[config.mk]
export PLATFORM = sky130hd
export DESIGN_NAME = regfile_wr_arbiter
export DESIGN_NICKNAME = d
export VERILOG_FILES = /design/src/rtl/regfile_wr_arbiter.sv
export SDC_FILE = /design/constraint.sdc
export NUM_CORES = 1
export LEC_CHECK = 0
export ABC_AREA = 1
export ABC_CLOCK_PERIOD_IN_PS = 2100
export BUFFER_PORTS_ARGS = -buffer_cell sky130_fd_sc_hd__buf_2
export CORE_ASPECT_RATIO = 1.5
export CORE_MARGIN = 2
export CORE_UTILIZATION = 45
export CTS_CLUSTER_SIZE = 14
export DETAILED_ROUTE_END_ITERATION = 16
export PLACE_DENSITY = 0.74
export REMOVE_ABC_BUFFERS = 1
export SLEW_MARGIN = 20
export SYNTH_ARGS = -nofsm -noshare
export SYNTH_HDL_FRONTEND = slang
export SYNTH_SLANG_ARGS = --single-unit
[constraint.sdc]
create_clock -name clk -period 2.1 [get_ports clk]
set_clock_uncertainty 0.1 [all_clocks]
set_input_delay 0.21 -clock clk [delete_from_list [all_inputs] [get_ports clk]]
set_output_delay 0.21 -clock clk [all_outputs]
set_load 0.01 [all_outputs]
[src/rtl/regfile_wr_arbiter.sv]
// Round-robin write-port arbiter for the register bank.
// Shares a single write port (reg_we/reg_addr/reg_wdata) among NREQ requesters.
// The winner is selected at each rising edge, and the grant and write strobe are registered.
// A requester granted in one cycle is masked at the next edge, so it has time to drop req.
// Optional feature: define ARB_LOCK_EN to let a winner holding lock keep the port.
module regfile_wr_arbiter #(
  parameter int NREQ  = 4,
  parameter int WIDTH = 8,
  parameter int NREG  = 4,
  localparam int AW   = (NREG > 1) ? $clog2(NREG) : 1,
  localparam int PW   = $clog2(NREQ)
) (
  input  logic                  clk,
  input  logic                  reset,
  input  logic [NREQ-1:0]       req,
  input  logic [NREQ-1:0]       lock,
  input  logic [NREQ*AW-1:0]    wr_addr,
  input  logic [NREQ*WIDTH-1:0] wr_data,
  output logic [NREQ-1:0]       gnt,
  output logic                  reg_we,
  output logic [AW-1:0]         reg_addr,
  output logic [WIDTH-1:0]      reg_wdata,
  output logic                  busy,
  output logic [15:0]           grant_cnt
);

  typedef enum logic [1:0] {
    IDLE   = 2'd0,
    GRANT  = 2'd1,
    LOCKED = 2'd2
  } state_e;

  state_e           state_q, state_d;
  logic [NREQ-1:0]  gnt_q, gnt_d;
  logic [AW-1:0]    reg_addr_q, reg_addr_d;
  logic [WIDTH-1:0] reg_wdata_q, reg_wdata_d;
  logic [PW-1:0]    ptr_q, ptr_d;
  logic [15:0]      grant_cnt_q, grant_cnt_d;

  logic [NREQ-1:0]  eligible;
  logic             found;
  logic [PW-1:0]    win;
  int               idx;
  logic             hold_lock;
  logic [PW-1:0]    owner;

  // The requester granted this cycle is excluded from the next selection.
  assign eligible = req & ~gnt_q;

  // Rotating-priority search: the first eligible index at or after ptr, wrapping around.
  // NOTE: every variable written here gets a default first, so no latch is inferred.
  always_comb begin
    found = 1'b0;
    win   = '0;
    idx   = 0;
    for (int i = 0; i < NREQ; i++) begin
      idx = int'(ptr_q) + i;
      if (idx >= NREQ) idx = idx - NREQ;
      if (!found && eligible[idx]) begin
        found = 1'b1;
        win   = PW'(idx);
      end
    end
  end

`ifdef ARB_LOCK_EN
  // The lock owner is the requester currently holding the one-hot grant.
  always_comb begin
    owner = '0;
    for (int i = 0; i < NREQ; i++) begin
      if (gnt_q[i]) owner = PW'(i);
    end
    hold_lock = (state_q == LOCKED) && req[owner] && lock[owner];
  end
`else
  logic lock_unused;
  assign lock_unused = ^lock;
  assign owner       = '0;
  assign hold_lock   = 1'b0;
`endif

  // Next-state logic: re-grant the lock owner, grant a new winner, or go idle.
  always_comb begin
    state_d     = IDLE;
    gnt_d       = '0;
    reg_addr_d  = reg_addr_q;
    reg_wdata_d = reg_wdata_q;
    ptr_d       = ptr_q;
    grant_cnt_d = grant_cnt_q;
    if (hold_lock) begin
      // The owner keeps the port, and the pointer stays frozen.
      state_d     = LOCKED;
      gnt_d       = gnt_q;
      reg_addr_d  = wr_addr[int'(owner)*AW +: AW];
      reg_wdata_d = wr_data[int'(owner)*WIDTH +: WIDTH];
      grant_cnt_d = grant_cnt_q + 16'd1;
    end else if (found) begin
      state_d     = GRANT;
`ifdef ARB_LOCK_EN
      if (lock[win]) state_d = LOCKED;
`endif
      gnt_d       = NREQ'(1) << win;
      reg_addr_d  = wr_addr[int'(win)*AW +: AW];
      reg_wdata_d = wr_data[int'(win)*WIDTH +: WIDTH];
      ptr_d       = (int'(win) == NREQ - 1) ? '0 : PW'(int'(win) + 1);
      grant_cnt_d = grant_cnt_q + 16'd1;
    end
  end

  // State registers, cleared asynchronously by reset.
  // NOTE: sequential state uses non-blocking assignments, so all flops update together at the edge.
  always_ff @(posedge clk or negedge reset) begin
    if (!reset) begin
      state_q     <= IDLE;
      gnt_q       <= '0;
      reg_addr_q  <= '0;
      reg_wdata_q <= '0;
      ptr_q       <= '0;
      grant_cnt_q <= '0;
    end else begin
      state_q     <= state_d;
      gnt_q       <= gnt_d;
      reg_addr_q  <= reg_addr_d;
      reg_wdata_q <= reg_wdata_d;
      ptr_q       <= ptr_d;
      grant_cnt_q <= grant_cnt_d;
    end
  end

  assign gnt       = gnt_q;
  assign reg_we    = |gnt_q;
  assign reg_addr  = reg_addr_q;
  assign reg_wdata = reg_wdata_q;
  assign busy      = (state_q != IDLE);
  assign grant_cnt = grant_cnt_q;

endmodule
# Word-level counts from Yosys, hierarchy flattened
# Cells that the tools add are included.
[totals]
out_inout_bits = 32
register_bits = 34
[op_classes]
n_eq_ne = 1
shifts = 3
n_addsub = 9
order_cmp = 8
n_reduce_logical = 8
n_bitwise = 2
mux = 27
[op_table]
columns = ["operator", "n"]
rows = [
  ["less-than comparator 32 x 4 -> 1 bit (second input constant)", 4],
  ["two-way mux 32 bit", 4],
  ["indexed part select 32 x 6 -> 8 bit", 1],
  ["adder 16 x 1 -> 16 bit (second input constant)", 1],
  ["two-way mux 1 bit", 13],
  ["subtractor 3 x 3 -> 4 bit (second input constant)", 3],
  ["two-way mux 2 bit", 5],
  [">= comparator 3 bit (second input constant)", 3],
  ["binary-select mux 1 bit (select 2 bit)", 4],
  ["indexed part select 8 x 4 -> 2 bit", 1],
  ["adder 2 x 2 -> 3 bit (second input constant)", 2],
  ["AND 4 bit", 1],
  ["two-way mux 4 bit", 1],
  ["inverter 4 bit", 1],
  ["OR reduction 4 bit", 1],
  ["left shift 1 x 2 -> 4 bit (first input constant)", 1],
  ["subtractor 2 x 3 -> 4 bit (second input constant)", 1],
  ["adder 2 x 1 -> 3 bit (second input constant)", 1],
  [">= comparator 2 x 3 -> 1 bit (second input constant)", 1],
  ["logical AND 1 bit", 3],
  ["zero test 1 bit", 3],
  ["adder 2 x 1 -> 2 bit (second input constant)", 1],
  ["== test 2 x 1 -> 1 bit (second input constant)", 1],
  ["nonzero test 2 bit", 1],
]

# Depth between registers and ports, before layout
[depth]
word_depth = 17
ltp_mapped = 16
mapped_depth_nobuf = 14

# Worst setup path after synthesis
# OpenSTA, ideal clock, no wires.
[synth_timing]
path_kind = "register to register"
from = "reg ptr_q[0]"
to = "reg ptr_q[1]"
setup_ps = 128
required_time_ps = 1872
synth_period_minus_slack_ps = 1964
arrival_time_ps = 1736
path_slack_ps = 136
stages_incl_launch_ff = 16
path_cell_list = "dfrtp_1 -> buf_4 -> inv_4 -> nand2_1 -> nand2_2 -> nand3_2 -> nand2_2 -> nand2_2 -> nand2_1 -> nand2_2 -> nand3_4 -> buf_6 -> inv_1 -> ha_1 -> nand2_1 -> o21ai_0"
[synth_via]
elab_chain_cells = 17
word_cells_on_any_way = 44
cone_classes = "add/sub (8); order compare (4); eq/ne (1); mux (25); reduce/logical (6)"
[synth_lines]
columns = ["element", "line_no", "text"]
rows = [
  ["start: declaration", "37", "logic [PW-1:0] ptr_q, ptr_d;"],
  ["start signal: assignment", "125", "ptr_q <= ptr_d;"],
  ["branches (longest 17 deep; another with subtractor 3 x 3 -> 4 bit)", "-", ""],
]
# Parallel ways; which one is timed is not known. The select of a mux whose other input is x is not followed.
# A chain may end at the register's enable or synchronous reset.

# Final worst setup path
# Ends and elaborated chain as after synthesis.

==> impl_metrics.csv <==
group,metric,value,unit
outcome,status,"finished, final reports clean",
placed_design,placed_area,2650,µm²
detailed_routing,wire_per_inst,11.0,µm
detailed_routing,drt_iter0_drc,70,
die,die_h,89.5,µm
power_and_ir_drop,internal-power,2.85,mW
clock_tree,numCtsBuffers,5,
min_path,hp-class,"in2reg",
sta,setup_ws,80.7,ps
sta,finalHoldViolCount,0,
clock_tree,cts_tree,"yes",
grt,grt_max_degree,35,
power_and_ir_drop,combPwrFrac,67.5,%
final_layout,nets,445,
grt,grtUsageTotal,19.1,%
logic_synthesis,syn_area,2190,µm²
clock_tree,clk_pin_slew,70,ps
power_and_ir_drop,p_sw_share,47.4,%
grt,grt_pass1_wl,8090,µm
sta,holdWs,220,ps
clock_tree,clockBufferDepth,2,
sta,tightest_slew,730,ps
power_and_ir_drop,p_per_area,1860,nW/µm²
logic_synthesis,syn_avg_cell_area,7.14,µm²
critical_path,path_cells,"inv_4, nand2_1, nand2_2, nand3_2, nand2_4, nand2_2, nand2_1, nand2_2, nand3_4, inv_1, ha_1, nand2_1, o21ai_0",
critical_path,critical_path.slowest_cell,"dfrtp_2",
die,num_rows,31,
die,initial_core_util,46.0,%
power_and_ir_drop,power_switching,2.57,mW
clock_tree,insertion_delay,280,ps
job,max-cap-violations,0,
placed_design,dp_slack,-17.1,ps
final_layout,area_growth,32.7,%
die,coreArea,4770,µm²
placed_design,port_buffers,77,
final_layout,n_antenna_cell,0,
detailed_routing,wl,5070,µm
critical_path,startpoint_type,"flip-flop",
critical_path,max_stage_delay,480,ps
power_and_ir_drop,ir_worst_vdd,1.18,mV
power_and_ir_drop,pwr-share-seq,21.3,%
critical_path,criticalPathCategory,"reg2reg",
sta,slew_violations,0,
clock_tree,cts_root_buf,"clkbuf_8",
logic_synthesis,netlist_instances,307,
logic_synthesis,yosys.cell_types.count,26,
detailed_routing,first_pass_iters,4,
final_layout,instances_no_fill,460,
sta,setup_viol,0,
clock_tree,cts_max_level,2,
die,ioPinCount,82,
logic_synthesis,ys_warn_count,0,
die,die_area,5460,µm²
detailed_routing,num_vias,2208,
final_layout,final_layout_size_suffix_gt1_share,32.0,%
critical_path,critPathBufInv,2,
sta,period_share,96.2,%
power_and_ir_drop,p_leak,1.74,nW
detailed_routing,drcViolationCount,0,
logic_synthesis,synth.ff_latch_count,33,
placed_design,gp_congestion,0.806,
critical_path,crit_family,"simple AND/OR/NAND/NOR gates",
final_layout,finalInstanceArea,2910,µm²
critical_path,endpoint_kind,"flip-flop",
grt,antenna_found_initial,0,
placed_design,dp_cells,445,
critical_path,cp_data_required_time,2160,ps
grt,grt_overflow,0,
critical_path,reg2reg_slack,80,ps
die,die-width,61.0,µm
sta,slew_headroom,51.3,%
critical_path,worst-path-max-fanout,8,
power_and_ir_drop,clkPwrFrac,11.3,%
clock_tree,cts_sinks,33,
detailed_routing,vias_per_cell,4.80,
logic_synthesis,ys_seq_area_share,37.6,%
detailed_routing,postRouteAntennaNets,0,
grt,grt_pass1_vias,1968,
sta,min_period,2020,ps
placed_design,dpl.hpwl,3770,µm
power_and_ir_drop,p_total,5.42,mW
critical_path,arrival,2080,ps
sta,fmaxAchievable,0.495,GHz
-- per-layer routing --
metal	part of all wire [%]	track usage (%)
met4	0.75	5.53
met5	0	0
met3	4.3	3.62
met2	53	33.8
met1	42	23.2
-- cells by family (layout without fill, tap and decap cells) --
kind of cell	after synthesis	count (layout)	share of synthesized area, %
AOI/OAI and AO/OA	4	4	0.913
adders and majority gates	2	2	1.14
and+or+nand+nor	183	183	41.0
buffers and inverters	71	158	13.7
DFF	33	33	37.6
xor gates and xnor gates	14	14	5.59
-- power groups by stage --
| stage | Sequential [mW] | Combinational, mW | Clock (mW) |
|---|---|---|---|
| after CTS | 1.15 | 3.28 | 0.626 |
| after global routing | 1.19 | 4.17 | 0.644 |
| after global placement | 1.16 | 3.21 | 0 |
| final | 1.15 | 3.65 | 0.610 |
| after detailed placement | 1.16 | 3.27 | 0 |
| after floorplan | 1.23 | 2.14 | 0 |
-- stage by stage --
stage          setup TNS [ps]  utilization (%)
6_report                    0             61.0
5_1_grt                  -164             61.0
4_1_cts                     0             58.3
3_5_place_dp            -58.6             55.6
3_3_place_gp                0             55.6
2_1_floorplan           -1340                -
-- worst register-to-register path, stage by stage, from the launching register on --
cell     delay, ps
dfrtp_2        480
inv_4          130
nand2_1         70
nand2_2         90
nand3_2         90
nand2_4        100
nand2_2         70
nand2_1         70
nand2_2         80
nand3_4        130
inv_1           70
ha_1           300
nand2_1         60
o21ai_0         60
-- final cells by class --
| class | instances | area, µm² |
|---|---|---|
| clock buffer | 7 | 86.3 |
| clock inverter | 1 | 30.0 |
| fill | 465 | 1860 |
| inverter | 58 | 226 |
| multi-input combinational | 203 | 1110 |
| sequential | 33 | 828 |
| tap | 66 | 82.6 |
| timing repair buffer | 92 | 546 |
-- registers in the layout, indices dropped and copies added, names as in the netlist --
| name | cells |
|---|---|
| state_q | 1 |
| ptr_q | 2 |
| reg_wdata | 8 |
| reg_addr | 2 |
| gnt | 4 |
| grant_cnt | 16 |
-- cells in the mapped netlist --
cell     count  share of area (%)
nor3b_2      1               0.57
nor3_1       3               0.68
nor3_2       1               0.46
a21oi_1      2               0.46
o21ai_0      2               0.46
nand4_4      1               0.97
inv_1       55                9.4
nor2_1      10                1.7
buf_2       10                2.3
ha_1         2                1.1
inv_2        2               0.34
nand4_1     26                7.4
inv_4        1               0.29
nand2_1     89                 15
buf_4        1               0.34
nand2_2      7                2.0
nand3_4      1               0.80
nand4_2      1               0.57
nand3_2      3                1.4
and2_1       1               0.29
and3_1       1               0.29
dfrtp_1     33                 38
xnor2_1      3                1.2
buf_6        2                1.0
xor2_1      11                4.4
nand3_1     38                8.7
-- worst paths after layout --
| check | startpoint | to | depth (start not counted) |
|---|---|---|---|
| max in group asynchronous | reset | ptr_q[0]$_DFFE_PN0P_ | 2 |
| min in group asynchronous | reset | grant_cnt[8]$_DFFE_PN0P_ | 2 |
| worst max register to register | ptr_q[0]$_DFFE_PN0P_ | ptr_q[1]$_DFFE_PN0P_ | 13 |
| worst min register to register | grant_cnt[15]$_DFFE_PN0P_ | grant_cnt[15]$_DFFE_PN0P_ | 1 |
| worst max-delay path | ptr_q[0]$_DFFE_PN0P_ | ptr_q[1]$_DFFE_PN0P_ | 13 |
| worst min-delay path | wr_data[0] | reg_wdata[0]$_DFFE_PN0P_ | 7 |
-- cell usage in the layout, fill, tap and decap left out, types with 2 or more instances in the layout --
| cell | instances |
|---|---|
| a21oi_1 | 2 |
| buf_2 | 77 |
| buf_4 | 9 |
| buf_6 | 2 |
| clkbuf_8 | 6 |
| dfrtp_1 | 31 |
| dfrtp_2 | 2 |
| ha_1 | 2 |
| inv_1 | 54 |
| inv_4 | 2 |
| nand2_1 | 88 |
| nand2_2 | 7 |
| nand3_1 | 33 |
| nand3_2 | 8 |
| nand4_1 | 26 |
| nor2_1 | 10 |
| nor3_1 | 2 |
| o21ai_0 | 2 |
| xnor2_1 | 3 |
| xor2_1 | 11 |
-- timing repair --
action / 4_1_cts / 5_1_grt
pin swaps: 0 / 3
buffers inserted: 0 / 5
hold buffers: 1 / 0
hold endpoints to repair: 33 / 0
endpoints found under the setup margin: 13 / 19
gates resized for setup: 1 / 16
cloned: 0 / 1
Note: power is estimated with default switching activity, not from simulation.
